**src/rtl/cpu_types_pkg.sv**
```systemverilog
// Shared types for the dual-core MSI system: coherence states, address field
// widths and the snoop responder FSM encoding.
package cpu_types_pkg;

    localparam int TAG_W = 26;
    localparam int IDX_W = 3;

    typedef enum logic [1:0] {
        I = 2'd0,
        S = 2'd1,
        M = 2'd2
    } coh_state_t;

    typedef enum logic [1:0] {
        SNP_IDLE,
        SNP_PROBE,
        SNP_WB,
        SNP_UPDATE
    } snp_state_t;

endpackage

```
**src/rtl/snoop_responder_if.sv**
```systemverilog
// Snoop bus plus dcache frame-array port seen by the snoop responder.
// slave = responder side, master = controller/dcache side.
interface snoop_responder_if
    import cpu_types_pkg::*;
#(
    parameter int SETS = 1 << IDX_W,
    parameter int WAYS = 2
);
    localparam int SIDX_W = $clog2(SETS);
    localparam int WAY_W  = (WAYS > 1) ? $clog2(WAYS) : 1;

    logic                              ccwait;
    logic                              ccinv;
    logic [31:0]                       ccsnoopaddr;
    logic                              dwait;
    logic                              snp_cctrans;
    logic [31:0]                       snp_dstore;
    logic                              snp_busy;
    logic [SIDX_W-1:0]                 snp_idx;
    logic [WAYS-1:0][TAG_W-1:0]        way_tag;
    coh_state_t [WAYS-1:0]             way_state;
    logic [WAYS-1:0][1:0][31:0]        way_word;
    logic                              upd_en;
    logic [SIDX_W-1:0]                 upd_idx;
    logic [WAY_W-1:0]                  upd_way;
    coh_state_t                        upd_state;

    modport slave (
        input  ccwait, ccinv, ccsnoopaddr, dwait, way_tag, way_state, way_word,
        output snp_cctrans, snp_dstore, snp_busy, snp_idx,
               upd_en, upd_idx, upd_way, upd_state
    );

    modport master (
        output ccwait, ccinv, ccsnoopaddr, dwait, way_tag, way_state, way_word,
        input  snp_cctrans, snp_dstore, snp_busy, snp_idx,
               upd_en, upd_idx, upd_way, upd_state
    );

endinterface

```
**src/rtl/snoop_probe.sv**
```systemverilog
// Zero-latency tag probe: way hit detection, Modified-hit flag and the
// writeback word mux for the snooped block offset.
module snoop_probe
    import cpu_types_pkg::*;
#(
    parameter int WAYS = 2,
    localparam int WAY_W = (WAYS > 1) ? $clog2(WAYS) : 1
) (
    input  logic                       ccwait,
    input  logic [TAG_W-1:0]           snp_tag,
    input  logic                       snp_off,
    input  logic [WAYS-1:0][TAG_W-1:0] way_tag,
    input  coh_state_t [WAYS-1:0]      way_state,
    input  logic [WAYS-1:0][1:0][31:0] way_word,
    output logic                       hit,
    output logic [WAY_W-1:0]           hit_way,
    output coh_state_t                 hit_state,
    output logic                       cctrans,
    output logic [31:0]                dstore
);

    always_comb begin
        // NOTE: every output gets a default before any branch so no latch is inferred.
        hit     = 1'b0;
        hit_way = '0;
        // Scan downwards so the lowest-numbered matching way wins on a double hit.
        for (int w = WAYS - 1; w >= 0; w--) begin
            if (way_tag[w] == snp_tag && way_state[w] != I) begin
                hit     = 1'b1;
                hit_way = WAY_W'(w);
            end
        end
        hit_state = way_state[hit_way];
        cctrans   = ccwait & hit & (hit_state == M);
        dstore    = cctrans ? way_word[hit_way][snp_off] : 32'h0;
    end

endmodule

```
**src/rtl/snoop_responder.sv**
```systemverilog
// Dcache-side coherence agent: answers controller snoops, sources the
// cache-to-cache writeback and applies the MSI downgrade/invalidate.
module snoop_responder
    import cpu_types_pkg::*;
#(
    parameter int SETS = 8,
    parameter int WAYS = 2
) (
    input  logic              CLK,
    input  logic              nRST,
    snoop_responder_if.slave  bus
);

    localparam int SIDX_W = $clog2(SETS);
    localparam int WAY_W  = (WAYS > 1) ? $clog2(WAYS) : 1;

    snp_state_t        state_q, state_d;
    logic              inv_q, inv_d;
    logic              hit_q, hit_d;
    logic [WAY_W-1:0]  way_q, way_d;
    logic [SIDX_W-1:0] idx_q, idx_d;
    coh_state_t        hstate_q, hstate_d;

    logic              probe_hit;
    logic [WAY_W-1:0]  probe_way;
    coh_state_t        probe_state;
    logic              probe_cctrans;
    logic [SIDX_W-1:0] snp_idx;
    logic              snp_err;
    logic              unused_addr_bits;

    assign snp_idx          = bus.ccsnoopaddr[3 +: SIDX_W];
    assign unused_addr_bits = ^bus.ccsnoopaddr[1:0];

    snoop_probe #(.WAYS(WAYS)) u_probe (
        .ccwait    (bus.ccwait),
        .snp_tag   (bus.ccsnoopaddr[31 -: TAG_W]),
        .snp_off   (bus.ccsnoopaddr[2]),
        .way_tag   (bus.way_tag),
        .way_state (bus.way_state),
        .way_word  (bus.way_word),
        .hit       (probe_hit),
        .hit_way   (probe_way),
        .hit_state (probe_state),
        .cctrans   (probe_cctrans),
        .dstore    (bus.snp_dstore)
    );

    assign bus.snp_cctrans = probe_cctrans;
    assign bus.snp_idx     = snp_idx;
    assign bus.snp_busy    = (state_q != SNP_IDLE);

    always_comb begin
        state_d       = state_q;
        inv_d         = inv_q;
        hit_d         = hit_q;
        way_d         = way_q;
        idx_d         = idx_q;
        hstate_d      = hstate_q;
        snp_err       = 1'b0;
        bus.upd_en    = 1'b0;
        bus.upd_idx   = '0;
        bus.upd_way   = '0;
        bus.upd_state = I;

        unique case (state_q)
            SNP_IDLE: begin
                if (bus.ccwait) state_d = SNP_PROBE;
            end
            SNP_PROBE: begin
                inv_d = inv_q | bus.ccinv;
                // The controller parks the address at zero between bus phases.
                if (bus.ccsnoopaddr != 32'h0) begin
                    hit_d    = probe_hit;
                    way_d    = probe_way;
                    idx_d    = snp_idx;
                    hstate_d = probe_state;
                end
                if (!bus.dwait && probe_cctrans && !bus.ccsnoopaddr[2]) begin
                    state_d = SNP_WB;
                end else if (!bus.ccwait) begin
                    if (inv_q && hit_q && hstate_q == S) begin
                        state_d = SNP_UPDATE;
                    end else begin
                        state_d = SNP_IDLE;
                        inv_d   = 1'b0;
                    end
                end
            end
            SNP_WB: begin
                if (!bus.dwait && bus.ccsnoopaddr[2]) begin
                    state_d = SNP_UPDATE;
                end else if (!bus.ccwait) begin
                    state_d = SNP_IDLE;
                    inv_d   = 1'b0;
                    snp_err = 1'b1;
                end
            end
            SNP_UPDATE: begin
                bus.upd_en    = 1'b1;
                bus.upd_idx   = idx_q;
                bus.upd_way   = way_q;
                bus.upd_state = inv_q ? I : S;
                state_d       = SNP_IDLE;
                inv_d         = 1'b0;
            end
            default: state_d = SNP_IDLE;
        endcase
    end

    always_ff @(posedge CLK or negedge nRST) begin
        if (!nRST) begin
            state_q  <= SNP_IDLE;
            inv_q    <= 1'b0;
            hit_q    <= 1'b0;
            way_q    <= '0;
            idx_q    <= '0;
            hstate_q <= I;
        end else begin
            // NOTE: non-blocking so every flop samples the pre-edge values.
            state_q  <= state_d;
            inv_q    <= inv_d;
            hit_q    <= hit_d;
            way_q    <= way_d;
            idx_q    <= idx_d;
            hstate_q <= hstate_d;
        end
    end

    // Dropping ccwait mid-writeback breaks the controller's transfer protocol.
    snp_no_abort: assert property (@(posedge CLK) disable iff (!nRST) !snp_err);

endmodule

```
**src/flat_wrapper.sv**
```systemverilog
// flat-port wrapper written by rule: the top's interface ports become plain ports
module snoop_responder_flat import cpu_types_pkg::*;
#(
    parameter int SETS = 8,
    parameter int WAYS = 2
)
  (CLK, nRST, bus_ccwait, bus_ccinv, bus_ccsnoopaddr, bus_dwait, bus_way_tag, bus_way_state, bus_way_word, bus_snp_cctrans, bus_snp_dstore, bus_snp_busy, bus_snp_idx, bus_upd_en, bus_upd_idx, bus_upd_way, bus_upd_state);
  snoop_responder_if #(.SETS(SETS), .WAYS(WAYS)) bus_i ();
  input  logic CLK;
  input  logic nRST;
  input wire logic [$bits(bus_i.ccwait)-1:0] bus_ccwait;
  input wire logic [$bits(bus_i.ccinv)-1:0] bus_ccinv;
  input wire logic [$bits(bus_i.ccsnoopaddr)-1:0] bus_ccsnoopaddr;
  input wire logic [$bits(bus_i.dwait)-1:0] bus_dwait;
  input wire logic [$bits(bus_i.way_tag)-1:0] bus_way_tag;
  input wire logic [$bits(bus_i.way_state)-1:0] bus_way_state;
  input wire logic [$bits(bus_i.way_word)-1:0] bus_way_word;
  output wire logic [$bits(bus_i.snp_cctrans)-1:0] bus_snp_cctrans;
  output wire logic [$bits(bus_i.snp_dstore)-1:0] bus_snp_dstore;
  output wire logic [$bits(bus_i.snp_busy)-1:0] bus_snp_busy;
  output wire logic [$bits(bus_i.snp_idx)-1:0] bus_snp_idx;
  output wire logic [$bits(bus_i.upd_en)-1:0] bus_upd_en;
  output wire logic [$bits(bus_i.upd_idx)-1:0] bus_upd_idx;
  output wire logic [$bits(bus_i.upd_way)-1:0] bus_upd_way;
  output wire logic [$bits(bus_i.upd_state)-1:0] bus_upd_state;
  assign bus_i.ccwait = bus_ccwait;
  assign bus_i.ccinv = bus_ccinv;
  assign bus_i.ccsnoopaddr = bus_ccsnoopaddr;
  assign bus_i.dwait = bus_dwait;
  assign bus_i.way_tag = bus_way_tag;
  assign bus_i.way_state = bus_way_state;
  assign bus_i.way_word = bus_way_word;
  assign bus_snp_cctrans = bus_i.snp_cctrans;
  assign bus_snp_dstore = bus_i.snp_dstore;
  assign bus_snp_busy = bus_i.snp_busy;
  assign bus_snp_idx = bus_i.snp_idx;
  assign bus_upd_en = bus_i.upd_en;
  assign bus_upd_idx = bus_i.upd_idx;
  assign bus_upd_way = bus_i.upd_way;
  assign bus_upd_state = bus_i.upd_state;
  snoop_responder #(.SETS(SETS), .WAYS(WAYS)) u_core (.CLK(CLK), .nRST(nRST), .bus(bus_i));
endmodule
```
**config.mk**
```make
export PLATFORM = sky130hd
export DESIGN_NAME = snoop_responder_flat
export DESIGN_NICKNAME = d
export VERILOG_FILES = /design/src/rtl/cpu_types_pkg.sv /design/src/rtl/snoop_responder_if.sv /design/src/rtl/snoop_probe.sv /design/src/rtl/snoop_responder.sv /design/src/flat_wrapper.sv
export SDC_FILE = /design/constraint.sdc
export NUM_CORES = 1
export LEC_CHECK = 0
export ABC_AREA = 1
export CAP_MARGIN = 30
export CORE_MARGIN = 2
export CORE_UTILIZATION = 30
export CTS_CLUSTER_DIAMETER = 30
export DETAILED_ROUTE_END_ITERATION = 10
export PLACE_DENSITY = 0.76
export SLEW_MARGIN = 20
export SYNTH_ARGS = -nofsm -noshare
export SYNTH_HDL_FRONTEND = slang
export SYNTH_HIERARCHICAL = 1
export SYNTH_SLANG_ARGS = --single-unit
```
**constraint.sdc**
```tcl
create_clock -name CLK -period 2.8 [get_ports CLK]
set_input_delay 0.56 -clock CLK [delete_from_list [all_inputs] [get_ports CLK]]
set_output_delay 0.56 -clock CLK [all_outputs]
set_load 0.005 [all_outputs]
```
==> flow_summary.ini <==
[placed_design]
globalplace.congestion = 0.9887
detailed_place.area_um2 = 7647
numPortBuffers = 263
worst_setup_slack_after_placement_ns = -0.9038
detailedPlacementHpwl_um = 14860

[floorplan]
die_h_um = 123.9
fp.dieArea_um2 = 15350
core.rowCount = 43
floorplan.io_pins = 265
fp.coreArea_um2 = 13990
floorplan.initialDensity_pct = 30.83
chipWidth_um = 123.9

[clock_tree]
tritoncts = yes
clk_pin_slew_worst_paths_ns = 0.04
clock_tree.buffer_depth = 2
postCtsHoldBufs = 0
htree_levels = 1
numCtsBuffers = 3
cts_sinks = 10
insertion_delay_ns = 0.24
clock_tree_root = clkbuf_16

[run]
drv.max_cap_violation_count = 0

[grt]
gr-total-overflow = 0
grt_pass1_wl_um = 29590
grt_pass1_vias = 6138
grt_max_degree = 36
grt_util_all_layers_pct = 24.35
grt_antenna_before_repair = 0

[timing]
rsz0062_at_grt = yes
hold_viol = 0
post-route-worst-setup-slack_ns = -0.1321
final.setup_skew_ns = 0.0003670
part_of_the_cycle_the_worst_path_needs_pct = 104.7
setup_violations = 30
timing_max_transition_violations_final = 0
fmax_mhz = 341.1
period_needed_ns = 2.932

[drt]
met2_length_um = 10000
routed_wirelength_um = 20240
final_antenna_net_count = 0
dr.max_layer_used = met4
via_per_inst = 4.615
detailedRoute.firstIterationViolations = 327
drc_errors = 0
routed-wl-met3_um = 1603
met1_length_um = 8053
num_vias = 6479
dr.pass1.iters = 5
detail_route.wl_per_cell_um = 14.41

[power]
power.density_cell_area_nw_per_um2 = 184.4
vdd_ir_drop_max_mv = 0.1780
combPwrFrac_pct = 67.9
seqPwrFrac_pct = 14.4
power.switching_uw = 620.1
p_int_uw = 994.6
power.switching_fraction_pct = 38.40
fin_total_pwr_uw = 1615
clkPwrFrac_pct = 17.7
power_leakage_uw = 0.004747

[yosys]
netlist-cell-type-count = 30
seq_area_frac_synth_pct = 5.802
netlist_instances = 856
synth.cell_area_um2 = 4313
yosys_warnings = 6
synthesized_area_per_cell_um2 = 5.038
ys_seq_elements = 10
synthesis.nets = 1077

[min_path]
count_of_cells_along_the_worst_hold_path = 2
hold_path.class = reg -> reg

[setup_path]
cp.required_ns = 2.24
crit_path_max_fanout = 6
path_class = in -> out
end_kind = primary output
worst-endpoint-arrival_ns = 2.37
r2r_cells = 6
r2r_setup_slack_ns = 1.50
critPathLaunchType = primary input

[run_status]
violations = negative setup slack
status = finished, violations left

[final_layout]
area.growth.synth_to_final_pct = 103.1
fin_util_pct = 62.61
layout.cell_area.non_filler_um2 = 8758
nNetsFinal = 1445
post_route_cells_drive_above_1_share_pct = 41.62
[worst max-delay path, cell delays in order]
cell     delay (ns)
buf_8          0.09
inv_1          0.05
nand2_1        0.11
nand2_1        0.08
nor2_2         0.10
nand2_1        0.07
nor2_2         0.10
nand2_2        0.08
nor2_4         0.17
buf_6          0.13
nand3_4        0.06
nand2_4        0.08
nand2_4        0.06
buf_6          0.13
buf_16         0.12
buf_8          0.13
a21oi_2        0.12
buf_2          0.13
[flip-flops by register name, indices dropped and copies added (netlist names)]
name and count:
u_core/hstate_q 2, u_core/way_q 1, u_core/idx_q 3, u_core/state_q 2, u_core/hit_q 1, u_core/inv_q 1
[power by group through the flow]
stage | Sequential, µW | Clock, µW | Combinational [µW]
floorplan | 223 | 0 | 453
global placement | 231 | 0 | 952
detailed placement | 232 | 0 | 964
CTS | 231 | 290 | 1020
global route | 239 | 297 | 1200
finish | 232 | 286 | 1100
[path summary, 6_finish.rpt]
path,endpoint,start
setup / recovery,bus_snp_dstore[10],bus_ccsnoopaddr[17]
hold reg to reg,u_core/idx_q[2],u_core/idx_q[2]
min in group asynchronous,u_core/idx_q[0],nRST
max in group asynchronous,u_core/idx_q[2],nRST
setup reg to reg,u_core/state_q[1],u_core/state_q[1]
hold / removal,u_core/idx_q[2],u_core/idx_q[2]
[cell usage after synthesis]
master | number | share of area (%)
nand2_2 | 34 | 4.9
buf_6 | 8 | 2.1
and2_0 | 1 | 0.15
nor2_4 | 4 | 1.0
nor2_2 | 2 | 0.29
and2_1 | 4 | 0.58
nand3_1 | 113 | 13
nand2_1 | 229 | 20
inv_1 | 206 | 18
a21oi_2 | 28 | 5.7
dfrtp_1 | 10 | 5.8
or2_1 | 1 | 0.15
clkinv_1 | 2 | 0.17
o21ai_0 | 2 | 0.23
nand3_2 | 28 | 6.5
nand3b_1 | 5 | 0.87
buf_1 | 2 | 0.17
o211ai_1 | 2 | 0.35
o211ai_2 | 1 | 0.29
a21oi_1 | 6 | 0.70
buf_4 | 7 | 1.2
xnor2_1 | 22 | 4.5
nand4_1 | 10 | 1.5
inv_2 | 16 | 1.4
nor2_1 | 91 | 7.9
o21ai_4 | 1 | 0.38
clkbuf_1 | 7 | 0.61
buf_2 | 10 | 1.2
o21ai_1 | 3 | 0.35
conb_1 | 1 | 0.087
[what timing repair did]
item,CTS,global route
hold endpoints to repair,0,0
pin swaps,156,83
resized for setup,610,121
cloned,3,1
setup buffers,45,8
setup endpoints to repair,36,33
[layout by cell type (no fill, tap or decap), types with 2 or more instances in the layout]
cell type,n
buf_8,14
and2_4,2
buf_6,53
nand3_2,55
buf_4,84
inv_1,192
o21ai_1,3
dfrtp_1,10
nand3_1,85
nor2_2,26
clkdlybuf4s15_1,5
nand2_2,77
nand3b_1,5
dlygate4sd2_1,2
buf_12,12
buf_2,68
clkbuf_2,7
nand4_1,10
nand2_1,177
nor2_1,63
inv_2,25
buf_16,3
xnor2_1,3
nor2_4,8
o211ai_1,2
nand2_4,9
xnor2_4,4
a21oi_2,32
clkdlybuf4s50_1,148
and2_1,2
xnor2_2,15
o21ai_0,2
clkbuf_16,4
inv_4,5
[cells by family after synthesis]
logic type | share of synthesized area, %
AND/OR/NAND/NOR | 56.92
buffers and inverters | 24.75
AO/OA/AOI/OAI | 7.978
XOR/XNOR | 4.468
flip-flops | 5.802
other | 0.08695
[cell type report]
type                    instances  area [µm²]
repair buffers                397        3710
clock buffers                   4       88.84
multi-input cells             588        3627
flip-flops and latches         10       250.2
diodes                          1       2.502
well taps                     180       225.2
inverters                     224       854.6
fillers                      1256        5230
[metrics by stage]
stage,setup TNS [ns],cells,hold WS (ns)
after global placement,-29.68,1345,0.4565
after floorplan,0,856,0.2644
final,-1.967,1404,0.4734
after CTS,-1.526,1395,0.4727
after detailed placement,-29.90,1345,0.4627
after global routing,-6.069,1403,0.4873
[layer usage]
layer	track usage, %	vias up
li1	-	3272
met1	30.33	2871
met2	42.72	291
met3	4.487	45
met4	7.022	0
met5	0	-
(Power assumes the default switching activity.)
